--- config.mk ---
export PLATFORM = sky130hd
export DESIGN_NAME = accumulator_flat
export DESIGN_NICKNAME = d
export VERILOG_FILES = /design/src/rtl/accumulator_pkg.sv /design/src/rtl/accumulator_if.sv /design/src/rtl/accumulator_adder.sv /design/src/rtl/accumulator.sv /design/src/flat_wrapper.sv
export SDC_FILE = /design/constraint.sdc
export NUM_CORES = 1
export LEC_CHECK = 0
export CORE_MARGIN = 2
export CORE_UTILIZATION = 30
export CTS_BUF_LIST = sky130_fd_sc_hd__clkbuf_4
export DETAILED_ROUTE_END_ITERATION = 6
export SLEW_MARGIN = 20
export SYNTH_ARGS = -nofsm -noshare
export SYNTH_HDL_FRONTEND = slang
export SYNTH_SLANG_ARGS = --single-unit
export TNS_END_PERCENT = 5
--- constraint.sdc ---
create_clock -name clk -period 4.9 [get_ports clk]
set_input_delay 0.98 -clock clk [delete_from_list [all_inputs] [get_ports clk]]
set_output_delay 0.98 -clock clk [all_outputs]
set_load 0.01 [all_outputs]
--- src/rtl/accumulator_pkg.sv ---
// Shared types, default widths and the saturating counter helper for the stream accumulator.
package accumulator_pkg;

  typedef enum logic {ACC, DONE} acc_state_t;

  localparam int N_DEF  = 8;
  localparam int CW_DEF = 8;

  function automatic int unsigned sat_inc(input int unsigned count, input int unsigned max_val);
    return (count >= max_val) ? count : count + 32'd1;
  endfunction

endpackage

--- src/rtl/accumulator_if.sv ---
// Beat input and frame-result output handshakes of the accumulator; master drives beats and consumes results.
interface accumulator_if #(
  parameter int N  = 8,
  parameter int CW = 8
);
  logic          in_valid;
  logic          in_ready;
  logic [N-1:0]  in_data;
  logic          in_last;
  logic          out_valid;
  logic          out_ready;
  logic [N-1:0]  out_sum;
  logic          out_carry;
  logic [CW-1:0] out_count;

  modport master (
    output in_valid, in_data, in_last, out_ready,
    input  in_ready, out_valid, out_sum, out_carry, out_count
  );

  modport slave (
    input  in_valid, in_data, in_last, out_ready,
    output in_ready, out_valid, out_sum, out_carry, out_count
  );
endinterface

--- src/rtl/accumulator_adder.sv ---
// Catalog n-bit ripple adder: purely combinational sum and carry-out.
// Latency 0; no flow control.
module accumulator_adder #(
  parameter int n = 8
) (
  input  logic [n-1:0] a_i,
  input  logic [n-1:0] b_i,
  input  logic         cin_i,
  output logic [n-1:0] sum_o,
  output logic         cout_o
);

  assign {cout_o, sum_o} = (n+1)'(a_i) + (n+1)'(b_i) + (n+1)'(cin_i);

endmodule

--- src/rtl/accumulator.sv ---
// Stream accumulator: sums beats of a frame, presents total/sticky carry/beat count; latency 1 after last beat.
// A held result stalls input until taken; taking it and accepting the next beat may share a cycle.
module accumulator
  import accumulator_pkg::*;
#(
  parameter int N  = N_DEF,
  parameter int CW = CW_DEF
) (
  input  logic         clk,
  input  logic         rst_n,
  input  logic         clr,
  accumulator_if.slave bus
);

  localparam int unsigned CNT_MAX = (32'd1 << CW) - 32'd1;

  acc_state_t    state_q, state_d;
  logic [N-1:0]  acc_q, acc_d;
  logic          carry_q, carry_d;
  logic [CW-1:0] count_q, count_d;
  logic [N-1:0]  out_sum_q, out_sum_d;
  logic          out_carry_q, out_carry_d;
  logic [CW-1:0] out_count_q, out_count_d;

  logic [N-1:0]  sum;
  logic          cout;
  logic          out_valid;
  logic          out_fire;
  logic          in_ready;
  logic          in_fire;
  logic          carry_next;
  logic [CW-1:0] count_next;

  assign out_valid  = (state_q == DONE);
  assign out_fire   = out_valid & bus.out_ready;
  assign in_ready   = ~clr & ((state_q == ACC) | out_fire);
  assign in_fire    = bus.in_valid & in_ready;
  assign carry_next = carry_q | cout;
  assign count_next = CW'(sat_inc(32'(count_q), CNT_MAX));

  // acc/carry/count are zeroed whenever a frame closes, so in DONE the adder already sees 0 + in_data.
  accumulator_adder #(.n(N)) u_adder (
    .a_i    (acc_q),
    .b_i    (bus.in_data),
    .cin_i  (1'b0),
    .sum_o  (sum),
    .cout_o (cout)
  );

  always_comb begin
    state_d     = state_q;
    acc_d       = acc_q;
    carry_d     = carry_q;
    count_d     = count_q;
    out_sum_d   = out_sum_q;
    out_carry_d = out_carry_q;
    out_count_d = out_count_q;

    if (clr) begin
      state_d = ACC;
      acc_d   = '0;
      carry_d = 1'b0;
      count_d = '0;
    end else begin
      if (out_fire) begin
        state_d = ACC;
        acc_d   = '0;
        carry_d = 1'b0;
        count_d = '0;
      end
      if (in_fire) begin
        acc_d   = sum;
        carry_d = carry_next;
        count_d = count_next;
        if (bus.in_last) begin
          out_sum_d   = sum;
          out_carry_d = carry_next;
          out_count_d = count_next;
          acc_d       = '0;
          carry_d     = 1'b0;
          count_d     = '0;
          state_d     = DONE;
        end
      end
    end
  end

  always_ff @(posedge clk or negedge rst_n) begin
    if (!rst_n) begin
      state_q     <= ACC;
      acc_q       <= '0;
      carry_q     <= 1'b0;
      count_q     <= '0;
      out_sum_q   <= '0;
      out_carry_q <= 1'b0;
      out_count_q <= '0;
    end else begin
      state_q     <= state_d;
      acc_q       <= acc_d;
      carry_q     <= carry_d;
      count_q     <= count_d;
      out_sum_q   <= out_sum_d;
      out_carry_q <= out_carry_d;
      out_count_q <= out_count_d;
    end
  end

  assign bus.in_ready  = in_ready;
  assign bus.out_valid = out_valid;
  assign bus.out_sum   = out_sum_q;
  assign bus.out_carry = out_carry_q;
  assign bus.out_count = out_count_q;

endmodule

--- src/flat_wrapper.sv ---
// flat-port wrapper written by rule: the top's interface ports become plain ports
module accumulator_flat import accumulator_pkg::*;
#(
  parameter int N  = N_DEF,
  parameter int CW = CW_DEF
)
  (clk, rst_n, clr, bus_in_valid, bus_in_data, bus_in_last, bus_out_ready, bus_in_ready, bus_out_valid, bus_out_sum, bus_out_carry, bus_out_count);
  accumulator_if #(.N(N), .CW(CW)) bus_i ();
  input  logic clk;
  input  logic rst_n;
  input  logic clr;
  input wire logic [$bits(bus_i.in_valid)-1:0] bus_in_valid;
  input wire logic [$bits(bus_i.in_data)-1:0] bus_in_data;
  input wire logic [$bits(bus_i.in_last)-1:0] bus_in_last;
  input wire logic [$bits(bus_i.out_ready)-1:0] bus_out_ready;
  output wire logic [$bits(bus_i.in_ready)-1:0] bus_in_ready;
  output wire logic [$bits(bus_i.out_valid)-1:0] bus_out_valid;
  output wire logic [$bits(bus_i.out_sum)-1:0] bus_out_sum;
  output wire logic [$bits(bus_i.out_carry)-1:0] bus_out_carry;
  output wire logic [$bits(bus_i.out_count)-1:0] bus_out_count;
  assign bus_i.in_valid = bus_in_valid;
  assign bus_i.in_data = bus_in_data;
  assign bus_i.in_last = bus_in_last;
  assign bus_i.out_ready = bus_out_ready;
  assign bus_in_ready = bus_i.in_ready;
  assign bus_out_valid = bus_i.out_valid;
  assign bus_out_sum = bus_i.out_sum;
  assign bus_out_carry = bus_i.out_carry;
  assign bus_out_count = bus_i.out_count;
  accumulator #(.N(N), .CW(CW)) u_core (.clk(clk), .rst_n(rst_n), .clr(clr), .bus(bus_i));
endmodule
# After elaboration in Yosys (flattened, before gate mapping)
# Index checks and enable logic that the tools add are counted.
[word_totals] register_bits=35 inputBits=14 out_inout_bits=19 elab_cells=35
[classes] add_sub_neg=2 magnitude_cmp=1 n_mux=16 bitwise_logic=7 n_reduce_logical=2
[ops] operator="two-way mux 8 bit" count=8
[ops] operator="adder 8 x 8 -> 9 bit" count=1
[ops] operator="adder 8 x 1 -> 8 bit (second input constant)" count=1
[ops] operator=">= comparator 8 bit (second input constant)" count=1
[ops] operator="two-way mux 1 bit" count=8
[ops] operator="AND 1 bit" count=3
[ops] operator="AND reduction 3 bit" count=1
[ops] operator="nonzero test 3 bit" count=1
[ops] operator="NOT 1 bit" count=2
[ops] operator="OR 1 bit" count=2

# Depth between registers and ports, before layout
[depth] depth_word=6 depth_mapped=6 mapped_depth_nobuf=6

# Cells and area by module
# From an unflattened synthesis, not the netlist that was laid out.
[hier_totals] hier_cells=197 hier_area_um2=1963.1
[by_module_without_submodules] mod="accumulator" n_inst=1 cells_per_inst=157 area_each_um2=1631.6 seq_area_each_um2=875.8
[by_module_without_submodules] mod="accumulator_adder" n_inst=1 cells_per_inst=40 area_each_um2=331.6 seq_area_each_um2=0.0

# Worst setup path after synthesis
# Ideal clock, no wire load.
[synth_timing] path_kind="in2reg" startpoint="input port bus_in_data[0]" endpoint="register u_core.out_sum_q[6] (netlist: u_core.bus.out_sum[6])" setup_ns=0.125 arrival_ns=2.506 required_time_ns=4.775 path_slack_ns=2.269 path_stages=6 path_buffers=0 path_cell_list="ha_1 -> fa_1 -> a21o_1 -> a221o_2 -> xor2_1 -> mux2_2"
[synth_via] elab_chain_len=1
[synth_lines] element="start, declared" line="flat_wrapper.sv:13" source="input wire logic [$bits(bus_i.in_data)-1:0] bus_in_data;"
[synth_lines] element="adder 8 x 8 -> 9 bit" line="accumulator_adder.sv:13" source="assign {cout_o, sum_o} = (n+1)'(a_i) + (n+1)'(b_i) + (n+1)'(cin_i);"
[synth_lines] element="end signal, assigned" line="accumulator.sv:102" source="out_sum_q <= out_sum_d;"
[synth_lines] element="end, declared" line="accumulator.sv:21" source="logic [N-1:0] out_sum_q, out_sum_d;"
# No other way between the ends.
# A chain may end at the register's enable or synchronous reset.

# Worst setup path after layout
[layout_timing] startpoint="input port bus_out_ready" endpoint="output port bus_in_ready"
[layout_via] elab_chain_len=3
[layout_lines] element="start, declared" line="flat_wrapper.sv:15" source="input wire logic [$bits(bus_i.out_ready)-1:0] bus_out_ready;"
[layout_lines] element="AND 1 bit" line="accumulator.sv:35" source="assign out_fire = out_valid & bus.out_ready;"
[layout_lines] element="OR 1 bit" line="accumulator.sv:36" source="assign in_ready = ~clr & ((state_q == ACC) | out_fire);"
[layout_lines] element="AND 1 bit" line="accumulator.sv:36"
[layout_lines] element="end, declared" line="flat_wrapper.sv:16" source="output wire logic [$bits(bus_i.in_ready)-1:0] bus_in_ready;"
# No other way between the ends.

==> impl_metrics.toml <==
[global_route]
grt_max_degree = 36
grt_pass1_wl_mm = 6.617
overflow = 0
antenna_found_initial = 0
grt_pass1_vias = 1380
groute.usage.overall_pct = 11.78

[placed_design]
io_buffers = 32
dp_cells = 284
gp_congestion = 0.7793
place_hpwl_mm = 2.784

[critical_path]
end_kind = "primary output"
slowest_delay_ns = 0.54
crit_path_top_delay_cell = "clkdlybuf4s50_1"
cp_common_cell = "clkdlybuf4s50_1"
cp.buffers_inverters = 2
path_class = "in2out"
cp.arrival_ns = 2.28
required_ns = 3.92
crit_family = "buffers and inverters"
critPathMaxFanout = 4
critPathLaunch = "bus_out_ready"
crit_chain = "clkdlybuf4s50_1 > and2b_4 > nor2_1 > clkdlybuf4s50_1"
r2r_start = "u_core.acc_q[0]"
start_kind = "input pin"

[synth]
ys_warn_count = 0
avgSynthCellArea_sq_um = 10.36
synth_most_common_cell = "dfrtp_1"
synth-edff-count = 0
async_reset_ff_share_pct = 100.0
yosys-top-cells-area = "dfrtp_1, ha_1, o21ai_0, nand2_1, a21oi_1"
ys_seq_elements = 35
yosys_most_used_dff = "dfrtp_1"
syn-num-nets = 205
synth.distinct_cells = 48
synth_top_area_share_pct = 46.73
yosys.area.top_type = "dfrtp_1"
synth_common_cells = "dfrtp_1, nand2_1, o21ai_0"
netlist_instances = 181
seq_area_frac_synth_pct = 46.73
syn_area_sq_um = 1874

[sta]
fin_setup_tns_ns = 0
slew_headroom_pct = 38.52
finalClockSkew_ns = 0.004708
drv_slew = 0
hold_violations = 0
worst_hold_slack_ns = 0.4813
min_period_over_period_pct = 66.46
fin_crit_ns = 3.256
worstMarginPinSlew_ns = 0.9183
rsz0062_at_grt = "false"
finalSetupViolations = 0
max_freq_mhz = 307.1

[die]
coreArea_sq_um = 5991
io_pins = 33
rows = 28
die_h_um = 83.04
die_w_um = 83.04
start_util_pct = 31.29
die_area_sq_um = 6896

[cts]
cts_resized = 0
hold_buffers = 0
path_clk_slew_ns = 0.10
cts_tree = "yes"
post_cts.repair.setup_buffers = 0
cts_made_buffers = 5
clockBufferDepth = 2
cts.sinks = 35
insertion_delay_ns = 0.32
htreeDepth = 2
cts-root-buf = "clkbuf_4"

[min_path]
hp-start = "u_core.bus.out_sum[1]"
holdCritPathClass = "reg2reg"

[drt]
drc = 0
drtIter0Drc = 70
via_count = 1432
ant_nets = 0
wl_per_cell_um = 13.58
vias_per_cell = 4.938
firstDrtPassIters = 4
routed_wl_mm = 3.939

[power]
clockPowerShare_pct = 23.5
ir_drop_uv = 175.9
switching_power_w = 0.0001683
powerDensity_nw_per_um2 = 266.8
sw_frac_of_total_pct = 27.17
combPwrFrac_pct = 23.6
p_leak_nw = 1.036
seq_power_share_pct = 52.9
intPower_w = 0.0004510

[final_layout]
antennaDiodeCount = 0
finalNonFillerCells = 290
nets = 240
drive_gt1_share_pct = 11.63
final_util_pct = 38.74
areaGrowthSynthToFinish_pct = 23.83

[run_status]
status = "completed"

[job]
maxCapViolCount = 0
per-layer routing:
| metal | up-vias | global-route usage [%] | part of all wire, % |
|---|---|---|---|
| met4 | 0 | 3.577 | 1.1 |
| met1 | 673 | 17.16 | 53 |
| li1 | 725 | - | - |
| met5 | - | 0 | 0 |
| met3 | 5 | 2.982 | 4.1 |
| met2 | 29 | 17.16 | 41 |
tightest hold or removal path, cell delays in order, from the launching register on:
cell     delay [ns]
dfrtp_1        0.36
nand2_1        0.05
nand2_1        0.05
worst paths after layout:
path                       slack (ns)                     to  cells after the start
max                              1.64           bus_in_ready                      4
min                              0.48  u_core.bus.out_sum[1]                      2
max reg2reg                      2.77  u_core.bus.out_sum[6]                      6
min reg2reg                      0.48  u_core.bus.out_sum[1]                      2
max in group asynchronous        3.53      u_core.count_q[3]                      2
min in group asynchronous        1.06  u_core.bus.out_sum[5]                      2
kinds of logic after synthesis:
family | share of synthesized area (%)
fa+ha+maj | 7.076
mux | 3.471
compound gates | 21.23
xor+xnor | 2.804
simple gates | 16.42
buf+inv | 2.269
flops | 46.73
layout by cell type (no fill, tap or decap), types with 2 or more instances in the layout:
master / count
xor2_1: 4
nand2b_1: 2
nor2_1: 9
nand2_1: 25
a21o_1: 4
o31ai_1: 3
dfrtp_1: 35
a21oi_1: 14
a22o_1: 5
clkbuf_4: 6
clkdlybuf4s50_1: 32
inv_1: 2
a31oi_1: 3
xnor2_1: 2
buf_4: 3
mux2i_1: 2
mux2_2: 4
ha_1: 9
and2_1: 3
and3_1: 2
o21ai_0: 19
metrics by stage:
step | power, W | setup slack, ns | area [sq um]
2_1_floorplan | 0.0004044 | 2.269 | 1874
6_report | 0.0006193 | 1.644 | 2321
4_1_cts | 0.0006298 | 1.640 | 2321
3_3_place_gp | 0.0004804 | 1.663 | 2276
3_5_place_dp | 0.0004810 | 1.649 | 2276
5_1_grt | 0.0006569 | 1.582 | 2321
flip-flops by register name, indices dropped and copies added (netlist names):
name	count
u_core.bus.out_count	8
u_core.bus.out_carry	1
u_core.carry_q	1
u_core.bus.out_valid	1
u_core.acc_q	8
u_core.count_q	8
u_core.bus.out_sum	8
power groups by stage:
| stage | clock network, W | logic (W) | registers (W) |
|---|---|---|---|
| global route | 0.000165 | 0.000160 | 0.000332 |
| floorplan | 0 | 0.0000611 | 0.000343 |
| finish | 0.000146 | 0.000146 | 0.000327 |
| global placement | 0 | 0.000147 | 0.000334 |
| detailed placement | 0 | 0.000147 | 0.000334 |
| CTS | 0.000154 | 0.000148 | 0.000328 |
cell type report:
cell class                      instances  area [sq um]
Fill cell                             591          3670
Sequential cell                        35         875.8
Inverter                                2         7.507
Clock buffer                            6         45.04
Timing Repair Buffer                   35         342.8
Multi-Input combinational cell        137         955.9
Tap cell                               75         93.84
Note: power is estimated with default switching activity, not from simulation.
